## src/rtl/fir_audio_pkg.sv

```systemverilog
// fir_audio_pkg: shared constants, sample type and I2S transmitter state encoding
package fir_audio_pkg;
   localparam int SAMPLE_W = 24;
   localparam int SLOT_W   = 32;
   typedef logic signed [SAMPLE_W-1:0] sample_t;
   typedef enum logic {IDLE, RUN} i2s_state_t;
endpackage

```

## src/rtl/fir_i2s_fifo.sv

```systemverilog
// fir_i2s_fifo: 2-entry synchronous FIFO buffering FIR samples ahead of the I2S serializer
module fir_i2s_fifo
   import fir_audio_pkg::*;
#(
   parameter int W = SAMPLE_W
) (
   input  logic         clk,
   input  logic         reset,
   input  logic         wr_en,
   input  logic [W-1:0] wr_data,
   input  logic         rd_en,
   output logic [W-1:0] rd_data,
   output logic         full,
   output logic         empty
);
   logic [W-1:0] r_mem [2];
   logic         r_wp;
   logic         r_rp;
   logic [1:0]   r_cnt;
   logic         w_wr;
   logic         w_rd;

   assign full    = (r_cnt == 2'd2);
   assign empty   = (r_cnt == 2'd0);
   assign w_wr    = wr_en && !full;
   assign w_rd    = rd_en && !empty;
   assign rd_data = r_mem[r_rp];

   // pointer/occupancy update; a pop of an empty FIFO is ignored, a full FIFO refuses writes
   always_ff @(posedge clk) begin
      if (reset) begin
         r_wp  <= 1'b0;
         r_rp  <= 1'b0;
         r_cnt <= 2'd0;
      end else begin
         if (w_wr) begin
            r_mem[r_wp] <= wr_data;
            r_wp        <= ~r_wp;
         end
         if (w_rd) r_rp <= ~r_rp;
         r_cnt <= r_cnt + 2'(w_wr) - 2'(w_rd);
      end
   end
endmodule

```

## src/rtl/fir_i2s_tx.sv

```systemverilog
// fir_i2s_tx: FIR output to I2S DAC link; mono sample sent in both slots.
// Build option FIR_I2S_ZERO_FILL_EN: underrun frames carry silence instead of the last sample.
module fir_i2s_tx #(
   parameter int DATA_W   = fir_audio_pkg::SAMPLE_W,
   parameter int SLOT_W   = fir_audio_pkg::SLOT_W,
   parameter int BCLK_DIV = 4
) (
   input  logic              clk,
   input  logic              reset,
   input  logic [DATA_W-1:0] sample_in,
   input  logic              sample_valid,
   output logic              sample_ready,
   output logic              bclk,
   output logic              lrck,
   output logic              sdata,
   output logic              underrun
);
   import fir_audio_pkg::*;

   localparam int DIV_W = (BCLK_DIV > 1) ? $clog2(BCLK_DIV) : 1;
   localparam int BIT_W = $clog2(2 * SLOT_W);
   localparam logic [DIV_W-1:0] DIV_LAST = DIV_W'(BCLK_DIV - 1);
   localparam logic [BIT_W-1:0] BIT_LAST = BIT_W'(2 * SLOT_W - 1);
   localparam logic [BIT_W-1:0] SLOT_B   = BIT_W'(SLOT_W);

   i2s_state_t        r_state;
   i2s_state_t        w_state_nxt;
   logic [DIV_W-1:0]  r_div;
   logic [BIT_W-1:0]  r_bit;
   logic [BIT_W-1:0]  w_bit_nxt;
   logic [BIT_W-1:0]  w_pos;
   logic [DATA_W-1:0] r_word;
   logic [DATA_W-1:0] r_last;
   logic [DATA_W-1:0] w_fill;
   logic [DATA_W-1:0] w_rd_data;
   logic [DATA_W:0]   w_shl;
   logic              r_bclk;
   logic              r_lrck;
   logic              r_sdata;
   logic              r_underrun;
   logic              r_started;
   logic              w_full;
   logic              w_empty;
   logic              w_wr;
   logic              w_wrap;
   logic              w_fall;
   logic              w_bit_wrap;
   logic              w_frame;

   fir_i2s_fifo #(.W(DATA_W)) u_fifo (
      .clk     (clk),
      .reset   (reset),
      .wr_en   (w_wr),
      .wr_data (sample_in),
      .rd_en   (w_frame),
      .rd_data (w_rd_data),
      .full    (w_full),
      .empty   (w_empty)
   );

`ifdef FIR_I2S_ZERO_FILL_EN
   assign w_fill = '0;
`else
   assign w_fill = r_last;
`endif

   assign w_wr         = sample_valid && !w_full;
   assign sample_ready = !w_full;
   assign bclk         = r_bclk;
   assign lrck         = r_lrck;
   assign sdata        = r_sdata;
   assign underrun     = r_underrun;

   // the very first fall event after leaving IDLE opens frame 0 without advancing the counter
   assign w_wrap     = (r_state == RUN) && (r_div == DIV_LAST);
   assign w_fall     = w_wrap && r_bclk;
   assign w_bit_wrap = !r_started || (r_bit == BIT_LAST);
   assign w_bit_nxt  = w_bit_wrap ? '0 : r_bit + 1'b1;
   assign w_frame    = w_fall && w_bit_wrap;
   assign w_pos      = (w_bit_nxt >= SLOT_B) ? w_bit_nxt - SLOT_B : w_bit_nxt;
   // position p selects word[DATA_W-p]; p=0 and p>DATA_W fall onto zero padding
   assign w_shl      = {1'b0, r_word} << w_pos;

   // state register
   always_ff @(posedge clk) begin
      if (reset) r_state <= IDLE;
      else       r_state <= w_state_nxt;
   end

   // leave IDLE once a sample is buffered; RUN is only left through reset
   always_comb begin
      w_state_nxt = (r_state == IDLE && !w_empty) ? RUN : r_state;
   end

   // bclk divider, frozen at zero while IDLE
   always_ff @(posedge clk) begin
      if (reset) begin
         r_div  <= '0;
         r_bclk <= 1'b0;
      end else if (r_state == RUN) begin
         r_div  <= w_wrap ? '0 : r_div + 1'b1;
         r_bclk <= r_bclk ^ w_wrap;
      end
   end

   // bit counter, word select, serial data and frame-start word load, all on fall events
   always_ff @(posedge clk) begin
      if (reset) begin
         r_bit      <= '0;
         r_started  <= 1'b0;
         r_lrck     <= 1'b0;
         r_sdata    <= 1'b0;
         r_underrun <= 1'b0;
         r_word     <= '0;
         r_last     <= '0;
      end else begin
         r_underrun <= w_frame && w_empty;
         if (w_fall) begin
            r_bit     <= w_bit_nxt;
            r_started <= 1'b1;
            r_lrck    <= (w_bit_nxt >= SLOT_B);
            r_sdata   <= w_shl[DATA_W];
         end
         if (w_frame) begin
            r_word <= w_empty ? w_fill : w_rd_data;
            if (!w_empty) r_last <= w_rd_data;
         end
      end
   end
endmodule

```

## config.mk

```make
export PLATFORM = sky130hd
export DESIGN_NAME = fir_i2s_tx
export DESIGN_NICKNAME = d
export VERILOG_FILES = /design/src/rtl/fir_audio_pkg.sv /design/src/rtl/fir_i2s_fifo.sv /design/src/rtl/fir_i2s_tx.sv
export SDC_FILE = /design/constraint.sdc
export NUM_CORES = 1
export LEC_CHECK = 0
export CAP_MARGIN = 20
export CORE_MARGIN = 8
export CORE_UTILIZATION = 24
export CTS_CLUSTER_DIAMETER = 120
export DETAILED_ROUTE_END_ITERATION = 8
export PLACE_DENSITY = 0.42
export SLEW_MARGIN = 20
export SYNTH_ARGS = -nofsm -noshare
export SYNTH_HDL_FRONTEND = slang
export SYNTH_SLANG_ARGS = --single-unit
```

## constraint.sdc

```tcl
create_clock -name clk -period 3.7 [get_ports clk]
set_input_delay 0.37 -clock clk [delete_from_list [all_inputs] [get_ports clk]]
set_output_delay 0.37 -clock clk [all_outputs]
set_load 0.01 [all_outputs]
```

Yosys cells after proc, flatten, opt, wreduce, memory -nomap -nowiden
Memory sizes are Yosys's and may differ from the RTL's. A register that Yosys moved wholly into a read port is not among the register bits. Cells that the tools add are included.

Add/sub/neg operators: 5. Magnitude comparators: 1. Equal/unequal tests: 3. Shifts and indexed selects: 1. Mux-type cells: 6. Bitwise logic cells: 5. Reductions and logical operators: 14.

Operator list (count): left shift 24 x 6 -> 25 bit (1); 2-to-1 mux 6 bit (2); logical AND 1 bit (8); adder 6 x 1 -> 6 bit, second input constant (1); == test 6 bit, second input constant (1); >= comparator 6 bit, second input constant (1); subtractor 6 bit, second input constant (1); == test 2 bit, second input constant (2); NOT 1 bit (4); zero test 1 bit (3); 2-to-1 mux 1 bit (3); adder 2 x 1 -> 2 bit (1); adder 2 x 1 -> 2 bit, second input constant (1); zero test 2 bit (1); 2-to-1 mux 2 bit (1); AND reduction 2 bit (1); subtractor 2 x 1 -> 2 bit (1); logical OR 1 bit (1); XOR 1 bit (1).

Flip-flop bits (word level): 18. RAM bits: 48. Bits of input ports: 27. Output and inout bits: 5. Memories kept: 1.

Memory list: u_fifo.r_mem (words 2, width 24, read ports 1, clocked after Yosys merged registers in 1, write ports 1, line fir_i2s_fifo.sv:16) `logic [W-1:0] r_mem [2];`.

Longest topological paths before layout
Depth in word-level cells: 7. Depth in mapped cells: 12. Gate-level depth less buffers: 11.

By module
Synthesis repeated with hierarchy kept, for this count alone.

Cells, all modules: 312. Area total of the unflattened synthesis: 3733.6 um2.

By module, submodules not included: fir_i2s_fifo (times used 1, cells an instance 101, area an instance 1999.4 um2); fir_i2s_tx (times used 1, cells an instance 211, area an instance 1734.2 um2).

Worst setup path before layout
No wires, ideal clock.

Path type: input-to-reg. Start: in reset. End: mem u_fifo.r_mem[0][0] (netlist bit) (enable). Setup time: 0.435 ns. Arrival: 2.479 ns. Setup slack: 0.786 ns. Cell stages on the path: 3. Cell sequence: buf_2 > clkbuf_1 > nor3_1.

Word-level cells in the longest chain between the ends: 2.

RTL lines: from (decl) (line fir_i2s_tx.sv:9) `input logic reset,`; 2-to-1 mux 1 bit (line fir_i2s_fifo.sv:31) `if (reset) begin`; 2-to-1 mux 1 bit (not written as such) (line fir_i2s_fifo.sv:37) `r_mem[r_wp] <= wr_data;`; to (decl) (line fir_i2s_fifo.sv:16).

Every way passes these cells.

Final worst setup path
Start: reg r_div[0]. End: reg u_fifo.r_cnt[1].

Word-level cells in the longest chain between the ends: 6.

RTL lines: from (decl) (line fir_i2s_tx.sv:28) `logic [DIV_W-1:0] r_div;`; from (signal assigned) (line fir_i2s_tx.sv:101) `r_div <= w_wrap ? '0 : r_div + 1'b1;`; == test 2 bit (line fir_i2s_tx.sv:75) `assign w_wrap = (r_state == RUN) && (r_div == DIV_LAST);`; logical AND 1 bit (line fir_i2s_tx.sv:75); logical AND 1 bit (line fir_i2s_tx.sv:76) `assign w_fall = w_wrap && r_bclk;`; via w_fall (line fir_i2s_tx.sv:46) `logic w_fall;`; logical AND 1 bit (line fir_i2s_tx.sv:79) `assign w_frame = w_fall && w_bit_wrap;`; logical AND 1 bit (line fir_i2s_fifo.sv:26) `assign w_rd = rd_en && !empty;`; subtractor 2 x 1 -> 2 bit (line fir_i2s_fifo.sv:41) `r_cnt <= r_cnt + 2'(w_wr) - 2'(w_rd);`; to (signal assigned) (line fir_i2s_fifo.sv:41); to (decl) (line fir_i2s_fifo.sv:19) `logic [1:0] r_cnt;`.

The timed path passes the listed nets, and every way through them passes these cells. A chain may end at the register's enable or synchronous reset.

==> flow_metrics.tcl <==
set metrics [dict create \
    leakagePower_nw 1.36 \
    first_pass_iters 4 \
    intPower_w 0.00161 \
    slew_headroom 0.425 \
    cts_setup_buffers 0 \
    hold_slack_ps 474 \
    startpoint "r_div[0]" \
    stdcell_area_sq_um 4400 \
    hp-start "lrck" \
    worstSetupEndpointType "register" \
    synth_edf_count 48 \
    p_sw_w 0.000446 \
    ir_worst_vdd_mv 0.225 \
    synth_ff_type "edfxtp_1" \
    seqCellArea_sq_um 2280 \
    post-place-ws_ps 1220 \
    antenna_found_initial 0 \
    viasPerCell 4.26 \
    hold_viol 0 \
    syn_nets 316 \
    syn_avg_cell_area_sq_um 12.7 \
    rows 45 \
    setup_viol 0 \
    total_power_w 0.00206 \
    cts_made_buffers 9 \
    htree_num_levels 3 \
    cts_tree "yes" \
    cp.arrival_ps 2720 \
    grtUsageTotal 0.0739 \
    cp-start-kind "register" \
    swShare 0.217 \
    synth_cell_types 39 \
    fin_crit_sh 0.674 \
    cts-root-buf "clkbuf_16" \
    fin_nets 346 \
    grt_pass1_vias 2210 \
    num_antenna_cells 0 \
    share_seq_of_total_power 0.536 \
    grt_max_degree 50 \
    port_buffers 31 \
    tightest_slew_ps 860 \
    postCtsHoldBufs 0 \
    clock_path_buffers 2 \
    clk_pin_slew_ps 60 \
    synthArstFlopShare 0 \
    core_area_sq_um 15000 \
    crit_path_max_fanout 14 \
    overflow 0 \
    die_w_um 139 \
    drive_gt1_frac 0.100 \
    drc 0 \
    worstHoldPathType "reg2reg" \
    die_h_um 139 \
    start_util 0.242 \
    required_ps 3930 \
    status "finished, final reports clean" \
    synth_seq_cells 90 \
    rr_startpoint "r_div[0]" \
    place_hpwl_mm 4.56 \
    p_comb_frac 0.045 \
    dr.first_iter.drc_count 99 \
    grt_setup_unrepaired "no" \
    setup_tns_ps 0 \
    n_fill_cell 1560 \
    wl_per_cell_um 13.3 \
    vias 2162 \
    drt_wl_total_mm 6.73 \
    syn_area_sq_um 3620 \
    setup_ws_ps 1210 \
    insertion_delay_ps 340 \
    slew_violations 0 \
    multi_input_area_sq_um 1230 \
    synthToLayoutAreaGrowth_pct 21.7 \
    grt_pass1_wl_mm 11.2 \
    ys_seq_area_frac 0.631 \
    skew_ps 4.41 \
    ant_nets 0 \
    top_level_ports 32 \
    cts.sinks 90 \
    power_frac_clock 0.418 \
    cts-resized-gates 0 \
    crit_type "reg2reg" \
    drv_cap 0 \
    netlist_instances 284 \
    dieArea_sq_um 19300 \
    period_minus_slack_ps 2490 \
    fmax_mhz 401 \
    yosys_warnings 0 \
    place.gp.congestion 0.762 \
    power_density_nw_per_um2 468 \
    dpl_cell_area_sq_um 4120 \
]
==> metrics by stage <==
| stage | cells | utilization |
|---|---|---|
| global route | 507 | 0.294 |
| floorplan | 284 | - |
| CTS | 507 | 0.294 |
| finish | 507 | 0.294 |
| global placement | 491 | 0.275 |
| detailed placement | 491 | 0.275 |
==> kinds of logic (layout without fill, tap and decap cells) <==
| family | count (synthesis) | count (layout) | synth area share |
|---|---|---|---|
| multiplexers | 36 | 36 | 0.103 |
| flip-flops | 90 | 90 | 0.631 |
| AND/OR/NAND/NOR | 76 | 76 | 0.101 |
| XOR/XNOR | 8 | 8 | 0.0194 |
| AO/OA/AOI/OAI | 46 | 46 | 0.0962 |
| adder cells (fa/ha/maj) | 5 | 5 | 0.0173 |
| buffers and inverters | 23 | 58 | 0.0322 |
==> power groups by stage <==
stage	logic, W	registers, W	clock network, W
6_report	0.0000935	0.00110	0.000861
5_1_grt	0.000105	0.00111	0.000927
4_1_cts	0.0000982	0.00110	0.000897
3_5_place_dp	0.0000981	0.00113	0
2_1_floorplan	0.0000458	0.00112	0
3_3_place_gp	0.0000971	0.00112	0
==> critical path, stage by stage, from the launching register on <==
cell,delay (ps)
dfxtp_1,360
ha_1,190
and2_1,130
ha_1,490
o21ai_0,270
nor2_4,150
ha_1,230
inv_1,50
ha_1,140
xor2_1,170
xnor2_1,130
nor2_1,50
==> area by class of cell <==
cell class,instances,share of cell area
multi-input cells,171,0.279
well taps,188,0.0534
flip-flops and latches,90,0.518
inverters,5,0.00426
clock inverters,5,0.00881
repair buffers,37,0.0807
clock buffers,11,0.0551
==> sequential cells by signal (all words and copies together), names as in the netlist <==
signal,flops
bclk,1
lrck,1
r_bit,6
r_div,2
r_last,24
r_started,1
r_state,1
sdata,1
u_fifo.r_cnt,2
u_fifo.r_mem,48
u_fifo.r_rp,1
u_fifo.r_wp,1
underrun,1
==> Yosys cell counts (all sizes together), types with 2 or more instances <==
library cell / n / share of area
edfxtp: 48 / 0.40
inv: 5 / 0.0052
o21ai: 7 / 0.0097
a221oi: 2 / 0.0048
clkbuf: 4 / 0.0041
nand2: 4 / 0.0041
ha: 5 / 0.017
a211oi: 25 / 0.057
xor2: 4 / 0.0097
o221ai: 2 / 0.0048
buf: 14 / 0.023
nand2b: 6 / 0.010
nor2b: 2 / 0.0055
and2: 2 / 0.0035
nand3: 12 / 0.018
xnor2: 4 / 0.0097
a21oi: 4 / 0.0055
nand3b: 2 / 0.0041
nor3: 2 / 0.0028
dfxtp: 42 / 0.23
mux2i: 35 / 0.097
nor2: 43 / 0.047
==> path summary, 6_finish.rpt <==
kind | end | slack [ps] | cells past startpoint
min | lrck | 470 | 2
max reg2reg | u_fifo.r_cnt[1] | 1210 | 11
max | u_fifo.r_cnt[1] | 1210 | 11
min reg2reg | lrck | 470 | 2
==> cells in the final DEF (no fill, tap or decap), types with 2 or more instances in the layout <==
| master | netlist | layout |
|---|---|---|
| a211oi_1 | 21 | 21 |
| a211oi_2 | 4 | 4 |
| a21oi_1 | 4 | 4 |
| a221oi_1 | 2 | 2 |
| and2_1 | 2 | 2 |
| buf_4 | 3 | 6 |
| clkbuf_16 | 0 | 9 |
| clkdlybuf4s50_1 | 0 | 31 |
| clkinv_4 | 0 | 2 |
| dfxtp_1 | 42 | 42 |
| edfxtp_1 | 48 | 48 |
| ha_1 | 5 | 5 |
| inv_1 | 5 | 5 |
| mux2i_1 | 35 | 35 |
| nand2_1 | 4 | 4 |
| nand2b_1 | 6 | 6 |
| nand3_1 | 11 | 11 |
| nand3b_1 | 2 | 2 |
| nor2_1 | 42 | 42 |
| o21ai_0 | 7 | 7 |
| o221ai_1 | 2 | 2 |
| xnor2_1 | 4 | 4 |
| xor2_1 | 4 | 4 |
==> per-layer routing <==
metal,wire [um],global-route usage,vias up,share of wire
met5,0,0,-,0
met4,167,0.0433,0,0.025
met3,211,0.0244,13,0.031
met2,3110,0.112,30,0.46
met1,3240,0.0904,1017,0.48
li1,-,-,1102,-
(Power assumes the default switching activity.)
==> edit, RTL diff (config.mk and constraints unchanged) <==
`BCLK_DIV`: 4 -> 2.
--- a/src/rtl/fir_i2s_tx.sv
+++ b/src/rtl/fir_i2s_tx.sv
@@ -3,7 +3,7 @@
 module fir_i2s_tx #(
    parameter int DATA_W   = fir_audio_pkg::SAMPLE_W,
    parameter int SLOT_W   = fir_audio_pkg::SLOT_W,
-   parameter int BCLK_DIV = 4
+   parameter int BCLK_DIV = 2
 ) (
    input  logic              clk,
    input  logic              reset,
Check against the original RTL: not equivalent (a bounded check fails within 10 cycles, from zero or initial values and one cycle with reset high).
==> edit against the original RTL <==
  * Setup slack better by 55 ps
  * Cell count is 0.20% higher
  * Sequential share of layout area is 0.77 points lower
  * Final area is 0.63% higher
  * Wire length is 6.4% higher
  * Sequential cell count is 1 lower
  * Area after synthesis is 0.86% higher
  * Synthesized cell count stayed put
  * Total power is 1.6% lower
  * Critical path depth is 4 lower
  * Clock power is 3.3% lower
  * First-iteration DRC count is 8.1% higher
  * Highest routed layer unchanged
==> edit: results (changes against the original RTL) <==
outcome=complete, no violations; Worst Setup SP=r_state$_SDFFE_PP0P_; Multi-input gate area=1274 µm² (+3.7%); largest net degree at the start of global routing=50 (unchanged); delay-heaviest family, CP=buffers and inverters; Mapped Nets=315 (-0.32%); Seq/total area=51.07% (-0.77 points); non-clock inverter count=7 (+2); antenna cells=0 (unchanged); Post-Place Cells=492 (+0.20%); worst slack, placed=1249 ps (+27.06 ps); vias in the first global route=2289 (+3.6%); sequential area share after synthesis=62.00% (-1.1 points); Worst Path Arrival=2690 ps (-30 ps); P_leak=1.380 nW (+1.5%); Post-Synthesis Cells=284 (unchanged); capture point of the worst path=r_last[19]$_SDFFE_PP0P_; DP Area=4155 µm² (+0.85%); slowest stage cell, crit path=buf_4; #MultiIn Comb=170 (-0.58%); DRT Wirelength=7164 µm (+6.4%); # clk buffers=12 (+1); clock skew=7.414 ps (+3.007 ps); layout cells sized above 1=15.00% (+5.0 points); Synth area leaders=edfxtp_1, dfxtp_1, mux2i_1; Die X=139.3 µm (+0.38%); Layout Utilization=29.46% (+0.073 points); peak supply drop=0.2172 mV (-3.6%); minimum clock period=2438 ps (-54.58 ps); Register-to-Register Path Depth=7 (-4); top cells by count, synth=edfxtp_1, dfxtp_1, nor2_1; Non-clock buffers=38 (+2.7%); CP max FO=49 (+35); NonClk Buf Share=8.079% (about the same); hold crit path type=input port to flip-flop; Slew HR=59.65% (+17 points); Detailed Place HPWL=4816 µm (+5.6%); filler-free cell count of the finished design=508 (+0.20%); TritonCTS Sinks=89 (-1.1%)
## edit: worst reg2reg max path: stages (launching register included)
cell,delay (ps)
dfxtp_1,390
and2_1,150
ha_1,340
clkinv_1,340
nor3_4,280
buf_4,510
nor2_1,140
a211oi_2,210
## edit: routing by layer
| metal | track usage (%) | vias to the layer above | wire length (µm) |
|---|---|---|---|
| met5 | 0 | - | 0 |
| met4 | 3.928 | 0 | 141 |
| met3 | 2.189 | 12 | 252 |
| met2 | 12.04 | 38 | 3267 |
| met1 | 9.900 | 1035 | 3503 |
| li1 | - | 1103 | - |
## edit: cells by family (layout without fill, tap and decap cells)
logic type | count (synthesis) | count (layout) | synth area share [%]
XOR/XNOR | 9 | 9 | 2.160
AND/OR/NAND/NOR | 73 | 73 | 9.122
flip-flops | 89 | 89 | 62.00
AO/OA/AOI/OAI | 49 | 49 | 12.41
adder cells (fa/ha/maj) | 4 | 4 | 1.372
multiplexers | 35 | 35 | 9.705
buffers and inverters | 25 | 61 | 3.223
## edit: worst min-delay path by stage
stage                             from                      end  slack [ps]  cells after the start
6_report                         reset       sdata$_SDFFE_PP0P_         360                      3
4_1_cts                          reset       sdata$_SDFFE_PP0P_         350                      3
3_5_place_dp         lrck$_SDFFE_PP0P_        lrck$_SDFFE_PP0P_         470                      2
5_1_grt                          reset       sdata$_SDFFE_PP0P_         360                      3
3_3_place_gp   r_last[23]$_SDFFE_PP0P_  r_last[23]$_SDFFE_PP0P_         490                      2
2_1_floorplan    r_bit[1]$_SDFFE_PP0P_    r_bit[1]$_SDFFE_PP0P_         460                      2
## edit: power breakdown
group          switching [mW]  internal, mW
Sequential             0.0132          1.08
Combinational          0.0535        0.0476
Clock                   0.349         0.485
